$ cat src/rtl/filter_out_serializer.sv
// Output serializer for an L=3 parallel filter: each accepted block of three 64-bit
// accumulator samples is rounded, shifted and saturated to 32 bits, queued in a block
// FIFO, then streamed out one sample per transfer in y_in0, y_in1, y_in2 order.
module filter_out_serializer #(
  parameter int unsigned DEPTH = 4,
  parameter int unsigned SHIFT = 31
) (
  input  logic               clk,
  input  logic               rst,
  input  logic               blk_valid,
  output logic               blk_ready,
  input  logic signed [63:0] y_in0,
  input  logic signed [63:0] y_in1,
  input  logic signed [63:0] y_in2,
  output logic signed [31:0] dout,
  output logic               dout_valid,
  input  logic               dout_ready,
  output logic               sat_flag,
  input  logic               sat_clr,
  output logic [$clog2(DEPTH+1)-1:0] level
);

  localparam int unsigned LevelW = $clog2(DEPTH + 1);
  localparam int unsigned PtrW   = $clog2(DEPTH);

  // Returns {saturated, sample}: round half up, arithmetic shift, clamp to 32 bits.
  function automatic logic [32:0] convert(input logic signed [63:0] y);
    logic signed [64:0] t;
    logic signed [64:0] r;
    t = $signed({y[63], y}) + (65'sd1 <<< (SHIFT - 1));
    r = t >>> SHIFT;
    // In range exactly when every bit above bit 31 matches the sign bit.
    if ((r[64:31] == '0) || (r[64:31] == '1)) begin
      convert = {1'b0, r[31:0]};
    end else begin
      convert = {1'b1, (r[64] ? 32'h8000_0000 : 32'h7fff_ffff)};
    end
  endfunction

  logic [31:0]       mem_q [DEPTH][3];
  logic [PtrW-1:0]   wr_ptr_q, wr_ptr_d;
  logic [PtrW-1:0]   rd_ptr_q, rd_ptr_d;
  logic [1:0]        ph_q, ph_d;
  logic [LevelW-1:0] level_q, level_d;
  logic              sat_q, sat_d;

  logic [32:0] c0, c1, c2;
  logic        accept, xfer, pop, any_sat;

  // Per-sample conversion and handshake decode.
  always_comb begin
    c0         = convert(y_in0);
    c1         = convert(y_in1);
    c2         = convert(y_in2);
    any_sat    = c0[32] | c1[32] | c2[32];
    blk_ready  = (level_q != LevelW'(DEPTH));
    dout_valid = (level_q != '0);
    accept     = blk_valid & blk_ready;
    xfer       = dout_valid & dout_ready;
    pop        = xfer & (ph_q == 2'd2);
  end

  // Next-state for pointers, phase, occupancy and the sticky saturation flag.
  always_comb begin
    wr_ptr_d = wr_ptr_q;
    rd_ptr_d = rd_ptr_q;
    ph_d     = ph_q;
    level_d  = level_q;
    sat_d    = sat_q;
    if (accept) begin
      wr_ptr_d = wr_ptr_q + PtrW'(1);
    end
    if (xfer) begin
      ph_d = (ph_q == 2'd2) ? 2'd0 : ph_q + 2'd1;
    end
    if (pop) begin
      rd_ptr_d = rd_ptr_q + PtrW'(1);
    end
    unique case ({accept, pop})
      2'b10:   level_d = level_q + LevelW'(1);
      2'b01:   level_d = level_q - LevelW'(1);
      default: level_d = level_q;
    endcase
    if (sat_clr) begin
      sat_d = 1'b0;
    end
    // A saturating accept overrides a coincident clear.
    if (accept && any_sat) begin
      sat_d = 1'b1;
    end
  end

  // Control state registers.
  always_ff @(posedge clk or posedge rst) begin
    if (rst) begin
      wr_ptr_q <= '0;
      rd_ptr_q <= '0;
      ph_q     <= '0;
      level_q  <= '0;
      sat_q    <= 1'b0;
    end else begin
      wr_ptr_q <= wr_ptr_d;
      rd_ptr_q <= rd_ptr_d;
      ph_q     <= ph_d;
      level_q  <= level_d;
      sat_q    <= sat_d;
    end
  end

  // Block storage; contents are only meaningful below level, so no reset.
  always_ff @(posedge clk) begin
    if (accept) begin
      mem_q[wr_ptr_q][0] <= c0[31:0];
      mem_q[wr_ptr_q][1] <= c1[31:0];
      mem_q[wr_ptr_q][2] <= c2[31:0];
    end
  end

  // Output taps: head entry selected by phase, forced to 0 when empty.
  always_comb begin
    dout     = dout_valid ? $signed(mem_q[rd_ptr_q][ph_q]) : 32'sd0;
    sat_flag = sat_q;
    level    = level_q;
  end

endmodule

$ cat config.mk
export PLATFORM = sky130hd
export DESIGN_NAME = filter_out_serializer
export DESIGN_NICKNAME = d
export VERILOG_FILES = /design/src/rtl/filter_out_serializer.sv
export SDC_FILE = /design/constraint.sdc
export NUM_CORES = 1
export LEC_CHECK = 0
export ABC_AREA = 1
export CORE_UTILIZATION = 50
export DETAILED_ROUTE_END_ITERATION = 8
export HOLD_SLACK_MARGIN = 0.05
export PLACE_DENSITY = 0.75
export SLEW_MARGIN = 20
export SYNTH_ARGS = -nofsm -noshare
export SYNTH_HDL_FRONTEND = slang
export SYNTH_SLANG_ARGS = --single-unit
$ cat constraint.sdc
create_clock -name clk -period 5.42 [get_ports clk]
set_input_delay 1.084 -clock clk [delete_from_list [all_inputs] [get_ports clk]]
set_output_delay 1.084 -clock clk [all_outputs]
set_load 0.01 [all_outputs]
After elaboration in Yosys (flattened, before gate mapping):

Memories as Yosys holds them, arrays and structs flattened.
Cells that the tools add are included.

* latch bits: 0
* bits in writable memories: 384
* logic and storage cells: 54
* register bits: 10
* memories kept: 1
* bits in read-only memories: 0

* mux-type cells: 16
* bitwise logic cells: 6
* $add $sub $neg: 8
* shifts and indexed selects: 0
* order comparisons: 1
* equal/unequal tests: 7
* reduce and logical (&&, ||, !) cells: 10
* multipliers: 0
* div/mod/pow operators: 0

Memories
* mem_q: depth 4, bits a word 96, rd ports 1, clocked after memory_dff 0, write ports 1, line 40 `logic [31:0] mem_q [DEPTH][3];`

Operators by type and width (number)
* 64-bit by 32-bit adder with 65-bit output, second input constant: 3
* 32-bit 2-to-1 mux: 6
* 34-bit equality test, second input constant: 3
* 34-bit logical NOT: 3
* 33-bit 2-to-1 mux: 3
* 32-bit binary-select mux with 2-bit select: 1
* 2-bit by 1-bit adder with 2-bit output, second input constant: 3
* 3-bit one-hot mux with 2 select lines: 1
* 2-bit equality test, second input constant: 2
* 1-bit 2-to-1 mux: 4
* 2-bit nonzero test: 2
* 3-bit by 1-bit adder with 3-bit output, second input constant: 1
* 1-bit bitwise AND: 3
* 3-bit greater-or-equal comparator, second input constant: 1
* 1-bit logical OR: 3
* 3-bit != test, second input constant: 1
* 2-bit inverter with 3-bit output: 1
* 3-bit nonzero test: 1
* 3-bit by 1-bit subtractor with 3-bit output, second input constant: 1
* 2-bit by 1-bit equality test with 1-bit output, second input constant: 1
* 2-bit 2-to-1 mux: 1
* 1-bit bitwise OR: 2
* 1-bit logical AND: 1

Longest topological paths before layout:

Gate-level depths: netlist (run 1).

* word-level depth: 8
* depth in mapped cells: 15
* depth with buffers taken out: 15

Worst setup path before layout (run 1):

Ideal clock, no wire load.

* path kind: input to register
* from: in blk_valid
* to: mem mem_q[0][0] (netlist bit) (enable)
* stages on the path: 2
* data arrival time: 5249 ps
* data required time: 4868 ps
* slack: -381 ps
* buffers on the path: 0
* path through: nand2_1 nor2_1

* longest elaborated chain between the ends: 3

RTL lines
* start, declared: line 10 `input logic blk_valid,`
* 1-bit bitwise AND: line 58 `accept = blk_valid & blk_ready;`
* 1-bit 2-to-1 mux: line 112 `if (accept) begin`
* 1-bit 2-to-1 mux (implied by the code): line 115 `mem_q[wr_ptr_q][2] <= c2[31:0];`
* end, declared: line 40

No other way between the ends.

Worst setup path after layout (run 1):

* from: reg rd_ptr_q[1]
* to: out dout[4]

* longest elaborated chain between the ends: 5

RTL lines
* start, declared: line 42 `logic [PtrW-1:0] rd_ptr_q, rd_ptr_d;`
* start signal, assigned: line 103 `rd_ptr_q <= rd_ptr_d;`
* memory 4 x 96 bit
* 32-bit binary-select mux with 2-bit select: line 121 `dout = dout_valid ? $signed(mem_q[rd_ptr_q][ph_q]) : 32'sd0;`
* 32-bit 2-to-1 mux (implied by the code) (2 in series): line 121
* 32-bit 2-to-1 mux: line 121
* end, declared: line 15 `output logic signed [31:0] dout,`

No other way between the ends. The select of a mux whose other input is x is not followed.

==> flow_metrics.py, run 1 <==
metrics = {
    "timing": {
        "fmax_mhz": 213,
        "slew_headroom_pct": 27.6,
        "tightest_slew_ns": 1.09,
        "setup_viol": 0,
        "rsz0062_at_grt": "no",
        "finClkSkew_ns": 0.0233,
        "fin_crit_ns": 4.69,
        "fin_crit_sh_pct": 86.6,
        "slew_violations": 0,
        "hold_violations": 0,
    },
    "yosys": {
        "yosys_warnings": 0,
        "synth_seq_cells": 394,
        "synth_top_area_share_pct": 60.6,
        "synth.largest_area_cell": "edfxtp_1",
        "synth.most_common_cell": "nand2_1",
        "synth_enable_flop_cells": 384,
        "ys_seq_area_share_pct": 61.9,
        "synth_cell_type_count": 43,
        "postSynthCellCount": 1874,
        "synth_area_leaders": "edfxtp_1, nand2_1, nor2_1, o32ai_1, o21ai_0",
        "synth_common_cells": "nand2_1, nor2_1, edfxtp_1, o21ai_0, o32ai_1",
        "synth_ff_type": "edfxtp_1",
        "syn_area_per_cell_um2": 10.2,
        "synth_fp_nets": 2080,
        "synthArstFlopShare_pct": 2.54,
        "synthesis.area_mm2": 0.0190,
    },
    "clock_tree": {
        "clock_tree.buffer_depth": 3,
        "cts_sinks": 394,
        "htreeDepth": 2,
        "cts.clk_slew.worst_paths_ns": 0.06,
        "cts_root_buf": "clkbuf_16",
        "postCtsHoldBufs": 0,
        "cts_setup_buffers": 0,
        "post_cts_resized": 0,
        "cts_tree": "yes",
        "insertion_delay_ns": 0.54,
        "cts_buffers": 40,
    },
    "floorplan": {
        "fp.dieArea_mm2": 0.0389,
        "die_y_um": 197,
        "pin_count": 235,
        "rows": 71,
        "die_w_um": 197,
        "start_util_pct": 50.7,
        "fp.coreArea_mm2": 0.0376,
    },
    "critical_path": {
        "path_class": "flip-flop to output pin",
        "r2r-end": "level[1]",
        "reg2reg_from": "level[0]",
        "endpoint_kind": "output pin",
        "crit_fanout": 102,
        "rr_worst_depth": 11,
        "cp-start-kind": "flip-flop",
        "worst-endpoint-required_ns": 4.34,
        "rrSetupSlack_ns": 2.05,
        "worst_ep_arrival_time_ns": 3.61,
    },
    "placed_design": {
        "portBuffers": 144,
        "postPlaceCellArea_mm2": 0.0210,
        "dpl.hpwl_um": 31700,
        "place.gp.congestion": 0.918,
    },
    "grt": {
        "busiest_layer": "met2",
        "met1_usage_pct": 33.8,
        "grt_pass1_wl_um": 74300,
        "grt.met3_usage_pct": 2.99,
        "grt_pass1_vias": 13588,
        "grt_max_degree": 119,
        "met2_usage_pct": 41.4,
        "overflow": 0,
        "grt_usage_pct": 24.8,
        "antenna_found_initial": 0,
    },
    "outcome": {
        "status": "completed",
    },
    "cells_and_area": {
        "syn_to_final_growth_pct": 17.5,
        "diodes": 0,
        "fillers": 3069,
        "design_area_mm2": 0.0224,
        "layout.nets": 2198,
        "final_core_util_pct": 59.5,
        "drive_gt1_share_pct": 7.12,
    },
    "detailed_routing": {
        "first_pass_iters": 7,
        "drtAntennaViolNets": 0,
        "wl_per_cell_um": 18.8,
        "wl_um": 47700,
        "viasPerCell": 5.60,
        "drc": 0,
        "dr_total_vias": 14200,
        "drtIter0Drc": 1269,
    },
    "hold_path": {
        "min_path_cells": 2,
        "holdPathEnd": "sat_flag",
        "hp-class": "flip-flop to flip-flop",
        "hold_start": "sat_flag",
    },
    "power": {
        "vdd_drop_max_mv": 0.454,
        "p_leak_nw": 8.00,
        "powerDensity_mw_per_mm2": 512,
    },
    "job": {
        "maxCapViolations": 0,
    },
}
==> worst max-delay path: stages, from the launching register on <==
cell             delay [ns]
dfrtp_4                1.12
buf_4                  0.43
o21ai_0                0.14
o32ai_1                0.20
nand2_1                0.26
nand3_1                0.19
nand2_1                0.07
inv_1                  0.07
clkdlybuf4s50_1        0.52
==> cell type report <==
cell class | count | area [um^2] | area share, %
Multi-Input combinational cell | 1293 | 6550 | 29.3
Sequential cell | 394 | 11800 | 52.7
Inverter | 97 | 369 | 1.65
Clock buffer | 43 | 1030 | 4.62
Clock inverter | 30 | 304 | 1.36
Tap cell | 511 | 639 | 2.86
Timing Repair Buffer | 166 | 1680 | 7.52
==> layer usage <==
metal / vias to the layer above / share of wire (%)
met3: 71 / 6.3
li1: 6713 / -
met4: 0 / 2.9
met2: 553 / 49
met5: - / 0
met1: 6863 / 42
==> cell families (layout without fill, tap and decap cells) <==
group	Yosys count	after routing	synth area share [%]
AOI/OAI and AO/OA	256	256	8.89
xor gates and xnor gates	87	87	4.00
adders and majority gates	9	9	0.631
buffers and inverters	187	336	3.99
DFF	394	394	61.9
and+or+nand+nor	941	941	20.6
==> sequential cells by signal, indices dropped and copies added (netlist names) <==
register,cells
mem_q,384
level,3
ph_q,2
rd_ptr_q,2
wr_ptr_q,2
sat_flag,1
==> how the worst max path moves through the flow <==
stage	startpoint	endpoint	cells past startpoint
3_3_place_gp	y_in0[30]	mem_q[0][78]	11
6_report	rd_ptr_q[1]	dout[4]	8
3_5_place_dp	y_in0[30]	mem_q[0][72]	11
5_1_grt	rd_ptr_q[1]	dout[30]	8
4_1_cts	rd_ptr_q[1]	dout[4]	8
2_1_floorplan	blk_valid	mem_q[0][0]	2
==> report_power, final <==
part           internal, mW  switching, mW
Sequential             4.06          0.271
Clock                  1.67           1.12
Combinational          1.53           2.79
Total                  7.26           4.18
==> layout by cell type, fill, tap and decap left out, types with 13 or more instances in the layout <==
cell type / count
o32ai_1: 96
buf_4: 16
o21ai_1: 14
xnor2_1: 39
inv_1: 89
nand3_1: 71
clkinv_1: 13
nor2_4: 19
nand2_1: 404
xor2_1: 48
o21ai_0: 129
clkdlybuf4s50_1: 144
clkbuf_16: 41
nor2_1: 385
edfxtp_1: 384
nand4_1: 15
==> per-stage QoR <==
step | setup TNS, ns | instances | hold WS (ns) | total power, mW | worst slack (ns)
final | 0 | 2534 | 0.484 | 11.4 | 0.728
after detailed placement | 0 | 2461 | 0.469 | 8.69 | 1.27
after CTS | 0 | 2534 | 0.485 | 11.5 | 0.775
after global placement | 0 | 2461 | 0.472 | 8.60 | 1.35
after global routing | 0 | 2534 | 0.502 | 12.0 | 0.574
after floorplan | -146.12 | 1874 | 0.511 | 6.88 | -0.381
Note: power is estimated with default switching activity, not from simulation.
==> inputs of run 2 (changes only) <==
--- a/config.mk
+++ b/config.mk
@@ -10,6 +10,7 @@
 export DETAILED_ROUTE_END_ITERATION = 8
 export HOLD_SLACK_MARGIN = 0.05
 export PLACE_DENSITY = 0.75
+export REMOVE_ABC_BUFFERS = 1
 export SLEW_MARGIN = 20
 export SYNTH_ARGS = -nofsm -noshare
 export SYNTH_HDL_FRONTEND = slang
==> flow_metrics.py, run 2 (synthesized netlist as in run 1, its figures left out) <==
metrics = {
    "outcome": {
        "status": "completed",
    },
    "critical_path": {
        "endpoint_kind": "output pin",
        "worst-endpoint-required_ns": 4.34,
        "crit_path_start": "rd_ptr_q[0]",
        "rrSetupSlack_ns": 2.63,
        "worst_ep_arrival_time_ns": 3.63,
        "crit_fanout": 62,
        "reg2reg_from": "ph_q[1]",
        "path_class": "flip-flop to output pin",
        "rr_worst_depth": 10,
        "cp-start-kind": "flip-flop",
    },
    "cells_and_area": {
        "multi_input_area_mm2": 0.00654,
        "largest_reg_flops": 384,
        "syn_to_final_growth_pct": 16.9,
        "final_common_cell": "nand2_1",
        "drive_gt1_share_pct": 7.03,
        "design_area_mm2": 0.0223,
        "largest_register": "mem_q",
        "diodes": 0,
        "layout.nets": 2199,
        "fin_cells": 2532,
        "seq_area_mm2": 0.0118,
        "most-common-layout-cells": "nand2_1, nor2_1, edfxtp_1, clkdlybuf4s50_1, o21ai_0",
        "fillers": 3070,
    },
    "timing": {
        "slew_violations": 0,
        "finClkSkew_ns": 0.0121,
        "whs_ns": 0.478,
        "tightest_slew_ns": 1.03,
        "fin_crit_ns": 4.71,
        "slew_headroom_pct": 31.6,
        "fin_ws_ns": 0.710,
        "fin_crit_sh_pct": 86.9,
        "rsz0062_at_grt": "no",
        "hold_violations": 0,
        "fin_setup_tns_ns": 0,
        "setup_viol": 0,
        "fmax_mhz": 212,
    },
    "clock_tree": {
        "postCtsHoldBufs": 0,
        "clock_tree.buffer_depth": 3,
        "cts.clk_slew.worst_paths_ns": 0.06,
        "cts_root_buf": "clkbuf_16",
        "cts_sinks": 394,
        "cts_tree": "yes",
        "insertion_delay_ns": 0.53,
        "post_cts_resized": 0,
        "htreeDepth": 2,
        "cts_setup_buffers": 0,
        "cts_buffers": 40,
    },
    "floorplan": {
        "rows": 71,
        "pin_count": 235,
        "fp.dieArea_mm2": 0.0389,
        "die_w_um": 197,
        "start_util_pct": 50.7,
        "die_y_um": 197,
        "fp.coreArea_mm2": 0.0376,
    },
    "grt": {
        "antenna_found_initial": 0,
        "grt_usage_pct": 24.0,
        "overflow": 0,
        "grt_max_degree": 120,
        "grt_pass1_vias": 13292,
        "grt_pass1_wl_um": 71900,
    },
    "job": {
        "maxCapViolations": 0,
    },
    "detailed_routing": {
        "drtIter0Drc": 1128,
        "wl_per_cell_um": 18.4,
        "first_pass_iters": 5,
        "dr_total_vias": 13947,
        "viasPerCell": 5.51,
        "wl_um": 46500,
        "drc": 0,
        "drtAntennaViolNets": 0,
    },
    "hold_path": {
        "hp-class": "flip-flop to flip-flop",
        "min_path_cells": 2,
        "hold_start": "sat_flag",
    },
    "placed_design": {
        "postPlaceCellArea_mm2": 0.0210,
        "place.gp.congestion": 0.889,
        "portBuffers": 144,
        "dp_cells": 2461,
        "dpl.hpwl_um": 30900,
        "pre_cts_slack_ns": 1.28,
    },
    "power": {
        "powerDensity_mw_per_mm2": 500,
        "p_leak_nw": 7.95,
        "vdd_drop_max_mv": 0.317,
    },
}
[run 2: cell types whose count changed in the layout (fill, tap and decap cells not counted), sizes merged]
cell,before,now
buf,22,23
bufinv,6,0
clkbuf,43,47
clkinv,20,16
inv,98,101
[run 2: layer usage]
| layer | track usage [%] | share of wire, % |
|---|---|---|
| met1 | 32.1 | 42 |
| met2 | 40.8 | 49 |
| met3 | 2.89 | 6.2 |
| met4 | 7.58 | 3.0 |
| met5 | 0 | 0 |
[run 2: layout make-up]
| cell class | instances | share of cell area [%] |
|---|---|---|
| Inverter | 97 | 1.66 |
| Multi-Input combinational cell | 1293 | 29.4 |
| Clock inverter | 23 | 0.618 |
| Timing Repair Buffer | 167 | 7.79 |
| Tap cell | 511 | 2.87 |
| Clock buffer | 47 | 4.71 |
| Sequential cell | 394 | 53.0 |
[run 2: stage by stage]
step	utilization (%)	total power, mW
floorplan	-	6.84
global placement	56.0	8.58
detailed placement	56.0	8.68
CTS	59.2	11.2
global route	59.2	11.7
finish	59.2	11.1
[run 2: final timing paths]
check,to
setup / recovery,dout[8]
max in group asynchronous,rd_ptr_q[0]
hold / removal,sat_flag
hold reg to reg,sat_flag
min in group asynchronous,level[0]
setup reg to reg,level[2]
[run 2: worst max-delay path: stages (launching register included)]
cell,delay (ns)
dfrtp_4,0.72
inv_6,0.49
buf_12,0.32
nor2_1,0.07
o32ai_1,0.46
nand2_1,0.12
nand3_1,0.12
nand2_1,0.06
inv_1,0.06
clkdlybuf4s50_1,0.52
[run 2: power by group]
group | switching (mW) | internal [mW]
clock | 1.12 | 1.39
combinational | 2.71 | 1.55
sequential | 0.314 | 4.06
